## src/rtl/multi_voltage_system_pkg.sv

```systemverilog
// Shared definitions for the multi-voltage island model.
//   state_t          : mode FSM encoding (LP, RAMP_UP, HP, RAMP_DOWN)
//   DEFAULT_*        : default parameter values for the top module
//   cnt_width()      : counter width for a modulo-n counter, at least 1 bit
package multi_voltage_system_pkg;

  typedef enum logic [1:0] {
    ST_LP        = 2'd0,
    ST_RAMP_UP   = 2'd1,
    ST_HP        = 2'd2,
    ST_RAMP_DOWN = 2'd3
  } state_t;

  localparam int DEFAULT_WIDTH         = 8;
  localparam int DEFAULT_LP_DIV        = 2;
  localparam int DEFAULT_SETTLE_CYCLES = 2;

  // Bits needed to count 0..n-1; a modulo-1 counter still gets one bit so
  // that every counter is a real signal.
  function automatic int cnt_width(input int n);
    if (n <= 2) begin
      return 1;
    end
    return $clog2(n);
  endfunction

endpackage : multi_voltage_system_pkg

```

## src/rtl/multi_voltage_system_lp_rate_enable.sv

```systemverilog
// Modulo-LP_DIV sample-rate counter for the low-power path.
// Ports:
//   clk    : system clock, rising edge
//   reset  : asynchronous active-low reset (count -> 0)
//   run    : advance the count on this edge
//   clear  : force the count to 0 on this edge (wins over run)
//   tick   : high during the cycle in which run=1 and count==LP_DIV-1,
//            i.e. the edge that ends this cycle is an LP sample edge
module lp_rate_enable
  import multi_voltage_system_pkg::*;
#(
  parameter int LP_DIV = DEFAULT_LP_DIV
) (
  input  logic clk,
  input  logic reset,
  input  logic run,
  input  logic clear,
  output logic tick
);

  localparam int CW = cnt_width(LP_DIV);
  localparam logic [CW-1:0] LAST = CW'(LP_DIV - 1);

  logic [CW-1:0] div_cnt;
  logic          at_last;

  assign at_last = (div_cnt == LAST);
  assign tick    = run && at_last;

  always_ff @(posedge clk or negedge reset) begin
    if (!reset) begin
      div_cnt <= '0;
    end else if (clear) begin
      div_cnt <= '0;
    end else if (run) begin
      // Wrap explicitly at LP_DIV-1 so non-power-of-two dividers never
      // visit counts outside 0..LP_DIV-1.
      if (at_last) begin
        div_cnt <= '0;
      end else begin
        div_cnt <= div_cnt + CW'(1);
      end
    end
  end

endmodule : lp_rate_enable

```

## src/rtl/multi_voltage_system.sv

```systemverilog
// Two-mode datapath of a multi-voltage island.
// HP mode registers data_in every cycle; LP mode registers it once every
// LP_DIV cycles. Mode changes go through a fixed SETTLE_CYCLES ramp during
// which the output is clamped to its last value (isolation).
// Ports:
//   clk          : system clock, rising edge
//   reset        : asynchronous active-low reset
//   high_perf_en : 1 requests HP mode, 0 requests LP mode
//   data_in      : input data
//   data_out     : registered output data
module multi_voltage_system
  import multi_voltage_system_pkg::*;
#(
  parameter int WIDTH         = DEFAULT_WIDTH,
  parameter int LP_DIV        = DEFAULT_LP_DIV,
  parameter int SETTLE_CYCLES = DEFAULT_SETTLE_CYCLES
) (
  input  logic             clk,
  input  logic             reset,
  input  logic             high_perf_en,
  input  logic [WIDTH-1:0] data_in,
  output logic [WIDTH-1:0] data_out
);

  localparam int RW = cnt_width(SETTLE_CYCLES);
  localparam logic [RW-1:0] RAMP_LAST = RW'(SETTLE_CYCLES - 1);

  state_t           state;
  state_t           state_next;
  logic [RW-1:0]    ramp_cnt;
  logic [RW-1:0]    ramp_cnt_next;
  logic [WIDTH-1:0] data_next;
  logic             lp_tick;

  // The divider only runs while in LP and sits at 0 everywhere else, so
  // every LP entry starts a fresh sample period. On the LP->RAMP_UP edge it
  // still advances once (the LP capture rule applies on that edge), then
  // the clear takes over during the ramp.
  lp_rate_enable #(
    .LP_DIV (LP_DIV)
  ) u_lp_rate_enable (
    .clk   (clk),
    .reset (reset),
    .run   (state == ST_LP),
    .clear (state != ST_LP),
    .tick  (lp_tick)
  );

  always_ff @(posedge clk or negedge reset) begin
    if (!reset) begin
      state    <= ST_LP;
      ramp_cnt <= '0;
      data_out <= '0;
    end else begin
      state    <= state_next;
      ramp_cnt <= ramp_cnt_next;
      data_out <= data_next;
    end
  end

  always_comb begin
    state_next    = state;
    ramp_cnt_next = ramp_cnt;
    data_next     = data_out;

    unique case (state)
      ST_LP: begin
        if (lp_tick) begin
          data_next = data_in;
        end
        if (high_perf_en) begin
          state_next    = ST_RAMP_UP;
          ramp_cnt_next = '0;
        end
      end

      // Ramps ignore both data_in and the mode request; they always run to
      // completion. The counter returns to 0 on the final edge instead of
      // wrapping past SETTLE_CYCLES-1.
      ST_RAMP_UP: begin
        if (ramp_cnt == RAMP_LAST) begin
          state_next    = ST_HP;
          ramp_cnt_next = '0;
        end else begin
          ramp_cnt_next = ramp_cnt + RW'(1);
        end
      end

      ST_HP: begin
        // Capture even on the edge that leaves HP.
        data_next = data_in;
        if (!high_perf_en) begin
          state_next    = ST_RAMP_DOWN;
          ramp_cnt_next = '0;
        end
      end

      ST_RAMP_DOWN: begin
        if (ramp_cnt == RAMP_LAST) begin
          state_next    = ST_LP;
          ramp_cnt_next = '0;
        end else begin
          ramp_cnt_next = ramp_cnt + RW'(1);
        end
      end

      default: begin
        state_next    = ST_LP;
        ramp_cnt_next = '0;
      end
    endcase
  end

endmodule : multi_voltage_system

```

## config.mk

```make
export PLATFORM = sky130hd
export DESIGN_NAME = multi_voltage_system
export DESIGN_NICKNAME = d
export VERILOG_FILES = /design/src/rtl/multi_voltage_system_pkg.sv /design/src/rtl/multi_voltage_system_lp_rate_enable.sv /design/src/rtl/multi_voltage_system.sv
export SDC_FILE = /design/constraint.sdc
export NUM_CORES = 1
export LEC_CHECK = 0
export ABC_AREA = 1
export CAP_MARGIN = 20
export CORE_MARGIN = 2
export CORE_UTILIZATION = 42
export DETAILED_ROUTE_END_ITERATION = 8
export HOLD_SLACK_MARGIN = 0.03
export PLACE_DENSITY = 0.75
export SLEW_MARGIN = 30
export SYNTH_ARGS = -nofsm -noshare
export SYNTH_HDL_FRONTEND = slang
export SYNTH_SLANG_ARGS = --single-unit
export TNS_END_PERCENT = 1
```

## constraint.sdc

```tcl
create_clock -name clk -period 1.6 [get_ports clk]
set_input_delay 0.32 -clock clk [delete_from_list [all_inputs] [get_ports clk]]
set_output_delay 0.32 -clock clk [all_outputs]
set_load 0.05 [all_outputs]
```

==> results of run 1 <==
[logic make-up after synthesis]
group / after synthesis / share of synthesized area
AND/OR/NAND/NOR: 39 / 0.2949
buffers and inverters: 8 / 0.05765
adder cells (fa/ha/maj): 4 / 0.08870
flip-flops: 12 / 0.5322
AO/OA/AOI/OAI: 3 / 0.02660
[worst max-delay path by stage]
stage / from / cells past startpoint / endpoint / slack [ps]
CTS: state[0]$_DFFE_PN0P_ / 8 / data_out[3]$_DFFE_PN0P_ / 260
global placement: high_perf_en / 6 / state[0]$_DFFE_PN0P_ / 290
floorplan: state[0]$_DFFE_PN0P_ / 8 / data_out[0]$_DFFE_PN0P_ / 370
detailed placement: high_perf_en / 6 / state[1]$_DFFE_PN0P_ / 250
global route: state[0]$_DFFE_PN0P_ / 8 / data_out[2]$_DFFE_PN0P_ / 130
finish: state[0]$_DFFE_PN0P_ / 8 / data_out[3]$_DFFE_PN0P_ / 270
[worst max-delay path, stage by stage, from the launching register on]
cell	delay, ps
sky130_fd_sc_hd__dfrtp_1	390
sky130_fd_sc_hd__inv_1	80
sky130_fd_sc_hd__ha_1	230
sky130_fd_sc_hd__inv_2	90
sky130_fd_sc_hd__nor2_4	40
sky130_fd_sc_hd__nor2_4	200
sky130_fd_sc_hd__inv_4	80
sky130_fd_sc_hd__nand2_1	60
sky130_fd_sc_hd__nand2_1	50
[synth_stat cells]
cell type,instances
sky130_fd_sc_hd__o21ai_1,2
sky130_fd_sc_hd__dfrtp_1,12
sky130_fd_sc_hd__inv_2,1
sky130_fd_sc_hd__nor2_2,1
sky130_fd_sc_hd__nand3_1,2
sky130_fd_sc_hd__inv_1,6
sky130_fd_sc_hd__nand2_1,34
sky130_fd_sc_hd__o21ai_0,1
sky130_fd_sc_hd__inv_4,1
sky130_fd_sc_hd__nor2_4,2
sky130_fd_sc_hd__ha_1,4
[stage by stage]
step                      hold WS, ps  utilization  instance area, um2
after floorplan                 24.41            -               564.3
after global placement          458.9       0.5784               743.2
after detailed placement        462.6       0.5784               743.2
after CTS                       421.8       0.5959               765.7
after global routing            433.2       0.5959               765.7
final                           398.7       0.5959               765.7
[registers in the layout, indices dropped and copies added, names as in the netlist]
name,cells
state,2
u_lp_rate_enable.at_last,1
data_out,8
ramp_cnt,1
[routing by layer]
layer | wire length [um] | part of all wire
met4 | 0 | 0
met1 | 439 | 0.43
met3 | 18 | 0.018
met5 | 0 | 0
met2 | 559 | 0.55
[cell type report]
| type | instances | area (um2) | area share |
|---|---|---|---|
| Clock buffer | 3 | 22.52 | 0.02941 |
| Inverter | 8 | 32.53 | 0.04248 |
| Multi-Input combinational cell | 46 | 231.5 | 0.3023 |
| Sequential cell | 12 | 300.3 | 0.3922 |
| Tap cell | 15 | 18.77 | 0.02451 |
| Timing Repair Buffer | 18 | 160.2 | 0.2092 |
==> summary.md, run 1 <==
## Yosys
• **Avg Synthesized Cell Area** 8.550 um2
• **synthesis warning total** 0
• **number of storage elements in the synthesis netlist** 12
• **unique cell type count in the Yosys netlist** 11
• **top-area cell type share of the netlist area** 0.5322
• **Synth area leaders** sky130_fd_sc_hd__dfrtp_1 (53%), sky130_fd_sc_hd__nand2_1 (23%), sky130_fd_sc_hd__ha_1 (8.9%), sky130_fd_sc_hd__inv_1 (4.0%), sky130_fd_sc_hd__nor2_4 (4.0%)
• **cell count after synthesis** 66
• **number of nets produced by synthesis** 81
• **most area-hungry cell type in the Yosys netlist** sky130_fd_sc_hd__dfrtp_1
• **sequential cell area fraction in the yosys report** 0.5322
• **post-synthesis instance area** 564.3 um2

## STA
• **Final Critical Period** 1328 ps
• **tightest slew margin relative to the limit** 0.6515
• **highest clock rate** 0.7528 GHz
• **final number of setup-violating endpoints** 0
• **Hold Fails Final Rpt** 0
• **transition time of the tightest slew-check pin** 521.1 ps
• **final count of pins violating max slew** 0
• **post-route fraction of the period consumed by the critical path** 0.8302
• **Worst Clk Skew** 5.058 ps
• **min setup slack post-route** 271.7 ps
• **final setup TNS** 0 ps
• **unrepaired setup endpoints after global routing** no

## Place
• **number of buffers added on ports** 18
• **hpwl dp** 849.5 um
• **weighted congestion at the end of routability-driven global placement** 0.7645
• **DP Cell Count** 99
• **dpl ws** 245.8 ps

## GRT
• **Remaining Overflow, GRT** 0
• **global-route track usage on met3** 0.01630
• **number of global-route vias before repair** 419
• **global routing met2 resource utilization** 0.2500
• **busiest grt layer** met2
• **initial antenna violation count** 0
• **global-route usage over all layers** 0.1465
• **met1 layer usage reported by global route** 0.1803
• **maximum number of pins on one net before global-route repair** 13
• **first-pass GRT wire length** 1614 um

## Finish
• **non-filler instance count after layout** 102
• **area growth from synthesis to final layout** 35.70%
• **most common cell after layout, fill and taps aside** sky130_fd_sc_hd__nand2_1
• **share of cells above drive strength 1** 0.1839
• **number of nets in the final layout** 104
• **diodes inserted** 0
• **number of filler cells placed in the layout** 110
• **highest-count cells in the layout ignoring fill and taps** sky130_fd_sc_hd__nand2_1 (34), sky130_fd_sc_hd__dfrtp_1 (12), sky130_fd_sc_hd__clkdlybuf4s50_1 (10), sky130_fd_sc_hd__buf_4 (8), sky130_fd_sc_hd__inv_1 (6)

## Floorplanning
• **I/O pin count** 19
• **floorplan die height** 40.66 um
• **std cell rows** 13
• **initial core utilization** 0.4391
• **Die X-Extent** 40.66 um
• **core region area** 1285 um2
• **die area** 1653 um2

## Clocking
• **post-CTS setup buffer count** 0
• **number of clock buffers inserted by TritonCTS** 3
• **Worst-Skew Late Latency** 260 ps
• **clk buf depth** 2
• **CTS clk-pin slew, worst paths** 80 ps
• **number of H-tree branching levels** 1
• **CTS tree** done
• **CTS root buf** sky130_fd_sc_hd__clkbuf_4
• **# clock sinks** 12
• **post-CTS resize count** 0
• **number of buffers added to fix hold violations after cts** 0

## Setup path
• **capturing element type of the critical path** flip-flop
• **capture instance of the worst register-to-register path** data_out[3]$_DFFE_PN0P_
• **length in cells of the worst reg-to-reg path** 8
• **launch instance of the worst register-to-register path** state[0]$_DFFE_PN0P_
• **startpoint types** flip-flop
• **WS Path Type** reg -> reg
• **Data arrival, critical path** 1490 ps
• **slack of the worst reg-to-reg path** 270 ps
• **Critical Path Fanout Max** 9
• **Required @ worst endpoint** 1760 ps

## Drt
• **Initial DRC Count** 6
• **mean routed wirelength per cell** 9.961 um
• **total routed wirelength** 1016 um
• **overall via count from detail_route** 461
• **iteration count of the initial detailed-routing pass** 3
• **DRC violations left** 0
• **Vias/cell** 4.520
• **ANT nets after route** 0

## Worst hold path
• **worst min-delay path class** in -> async

## Outcome
• **outcome** finished clean

## Job
• **count of max-cap constraint violations** 0

Power of run 1 is left out: the tool's default activity adds up to more than one toggle a clock period on the data nets, which glitch-free logic cannot reach.
==> run 2: changes to the inputs <==
Clock period 1.6 ns to 1.34 ns, I/O delays scaled along.
==> run 2 against run 1 <==
Final cell count up 4.9%. Worst hold slack worse by 120 ps. Non-clock buffer count up 4. Design area up 20%. Largest cell class unchanged.
==> summary.md, run 2 (same netlist as run 1, synthesis figures left out) <==
## Outcome
• **outcome** finished clean

## Setup path
• **startpoint types** flip-flop
• **slack of the worst reg-to-reg path** 70 ps
• **worst-path cell with the longest stage delay** sky130_fd_sc_hd__dfrtp_1
• **critical path cell sequence** inv_1 > ha_2 > inv_2 > nor2_4 > nor2_4 > buf_4 > nand2_1 > nand2_1
• **launch instance of the worst register-to-register path** state[1]$_DFFE_PN0P_
• **length in cells of the worst reg-to-reg path** 8
• **Required @ worst endpoint** 1500 ps
• **Buf+Inv Stages, Crit Path** 3
• **largest incremental delay on the critical path** 420 ps
• **WS Path Type** reg -> reg
• **capture instance of the worst register-to-register path** data_out[2]$_DFFE_PN0P_
• **Data arrival, critical path** 1420 ps
• **total stage count of the critical path** 8
• **capturing element type of the critical path** flip-flop
• **Worst path top cell family by delay** flip-flops
• **Critical Path Fanout Max** 4

## Finish
• **largest registers ranked by flip-flop count** data_out (8), state (2)
• **number of flip-flops in the largest register** 8
• **number of filler cells placed in the layout** 96
• **area growth from synthesis to final layout** 62.97%
• **register with the most flip-flops** data_out
• **most common cell after layout, fill and taps aside** sky130_fd_sc_hd__nand2_1
• **highest-count cells in the layout ignoring fill and taps** sky130_fd_sc_hd__nand2_1 (34), sky130_fd_sc_hd__dfrtp_1 (11), sky130_fd_sc_hd__clkdlybuf4s50_1 (10), sky130_fd_sc_hd__buf_12 (8), sky130_fd_sc_hd__inv_1 (5)
• **share of cells above drive strength 1** 0.2826
• **diodes inserted** 0
• **total non-filler cell area in the finished layout** 919.6 um2
• **number of nets in the final layout** 108

## STA
• **tightest slew margin relative to the limit** 0.8672
• **Final Critical Period** 1267 ps
• **Hold Fails Final Rpt** 0
• **smallest hold slack** 280.1 ps
• **highest clock rate** 0.7893 GHz
• **final count of pins violating max slew** 0
• **final setup TNS** 0 ps
• **post-route fraction of the period consumed by the critical path** 0.9454
• **transition time of the tightest slew-check pin** 199.1 ps
• **Worst Clk Skew** 12.21 ps
• **final number of setup-violating endpoints** 0

## Drt
• **total routed wirelength** 1193 um
• **iteration count of the initial detailed-routing pass** 4
• **ANT nets after route** 0
• **Initial DRC Count** 7
• **Vias/cell** 4.822
• **overall via count from detail_route** 516
• **DRC violations left** 0
• **mean routed wirelength per cell** 11.15 um

## GRT
• **maximum number of pins on one net before global-route repair** 13
• **first-pass GRT wire length** 1918 um
• **global-route usage over all layers** 0.1825
• **initial antenna violation count** 0
• **number of global-route vias before repair** 468
• **Remaining Overflow, GRT** 0

## Power and ir drop
• **Sequential Power Share** 0.263
• **internal cell power** 1.527 mW
• **total power draw** 2.819 mW
• **worst ir drop on vdd** 1.700 mV
• **leakage power figure** 0.4724 nW
• **fraction of power consumed by combinational cells** 0.638
• **reported net switching power** 1.292 mW
• **power density over the cells** 3066 nW/um2
• **switching share of power** 0.4582
• **part of the power in the clock network** 0.100

## Floorplanning
• **floorplan die height** 40.66 um
• **core region area** 1285 um2
• **initial core utilization** 0.4391
• **std cell rows** 13
• **die area** 1653 um2
• **Die X-Extent** 40.66 um
• **I/O pin count** 19

## Clocking
• **number of buffers added to fix hold violations after cts** 0
• **CTS clk-pin slew, worst paths** 80 ps
• **clk buf depth** 2
• **CTS tree** done
• **CTS root buf** sky130_fd_sc_hd__clkbuf_4
• **Worst-Skew Late Latency** 270 ps
• **number of clock buffers inserted by TritonCTS** 3
• **number of H-tree branching levels** 1
• **# clock sinks** 12

## Place
• **weighted congestion at the end of routability-driven global placement** 0.8018
• **hpwl dp** 963.1 um
• **number of buffers added on ports** 18
• **post-detailed-placement cell area** 850.8 um2

## Worst hold path
• **worst min-delay path class** in -> async

## Job
• **count of max-cap constraint violations** 0

## run 2: final cells by class
cell class	count	area, um2	area share
multi-input combinational	46	240.2	0.2612
timing repair buffer	22	290.3	0.3156
sequential	12	301.5	0.3279
inverter	8	32.53	0.03537
tap	15	18.77	0.02041
clock buffer	4	36.28	0.03946
## run 2: per-stage QoR
stage,cells,setup slack [ps],utilization
6_report,107,73.12,0.7157
5_1_grt,107,-5.191,0.7157
4_1_cts,106,29.08,0.7020
3_5_place_dp,100,-20.25,0.6621
3_3_place_gp,100,48.56,0.6621
2_1_floorplan,66,107.1,-
## run 2: worst reg2reg max path, stage by stage, from the launching register on
cell	delay (ps)
sky130_fd_sc_hd__dfrtp_1	420
sky130_fd_sc_hd__inv_1	90
sky130_fd_sc_hd__ha_2	190
sky130_fd_sc_hd__inv_2	60
sky130_fd_sc_hd__nor2_4	100
sky130_fd_sc_hd__nor2_4	60
sky130_fd_sc_hd__buf_4	140
sky130_fd_sc_hd__nand2_1	50
sky130_fd_sc_hd__nand2_1	50
## run 2: power by group through the flow
stage / Sequential [mW] / Clock (mW) / Combinational [mW]
after floorplan: 1.07 / 0 / 0.595
after global placement: 0.736 / 0 / 1.63
after detailed placement: 0.743 / 0 / 1.68
after CTS: 0.736 / 0.293 / 1.75
after global routing: 0.761 / 0.309 / 1.96
final: 0.741 / 0.281 / 1.80
## run 2: routing by layer
layer  up-vias  routed length [um]  global-route usage
li1        252                   -                   -
met2        20                 651              0.2897
met3         2                  80             0.07609
met4         0                   7             0.06667
met5         -                   0                   0
met1       242                 453              0.2199
## run 2: worst max path at each step
stage                                    start                      end  slack, ps
after floorplan           state[0]$_DFFE_PN0P_  data_out[0]$_DFFE_PN0P_        110
after global placement    state[0]$_DFFE_PN0P_  data_out[2]$_DFFE_PN0P_         50
after detailed placement  state[0]$_DFFE_PN0P_  data_out[3]$_DFFE_PN0P_        -20
after CTS                 state[0]$_DFFE_PN0P_  data_out[3]$_DFFE_PN0P_         30
after global routing      state[1]$_DFFE_PN0P_  data_out[2]$_DFFE_PN0P_         -5
final                     state[1]$_DFFE_PN0P_  data_out[2]$_DFFE_PN0P_         70
## run 2: timing repair
item	CTS	global route
setup endpoints to repair	4	10
gates resized for setup	0	5
buffers inserted	2	1
cloned	0	0
pin swaps	1	2
(Power assumes the default switching activity.)
==> run 3: changes to the inputs <==
Settings changed: SLEW_MARGIN 30 to 20.
==> results of run 3 <==
Final layout, timing and power as in run 2 (identical DEF).
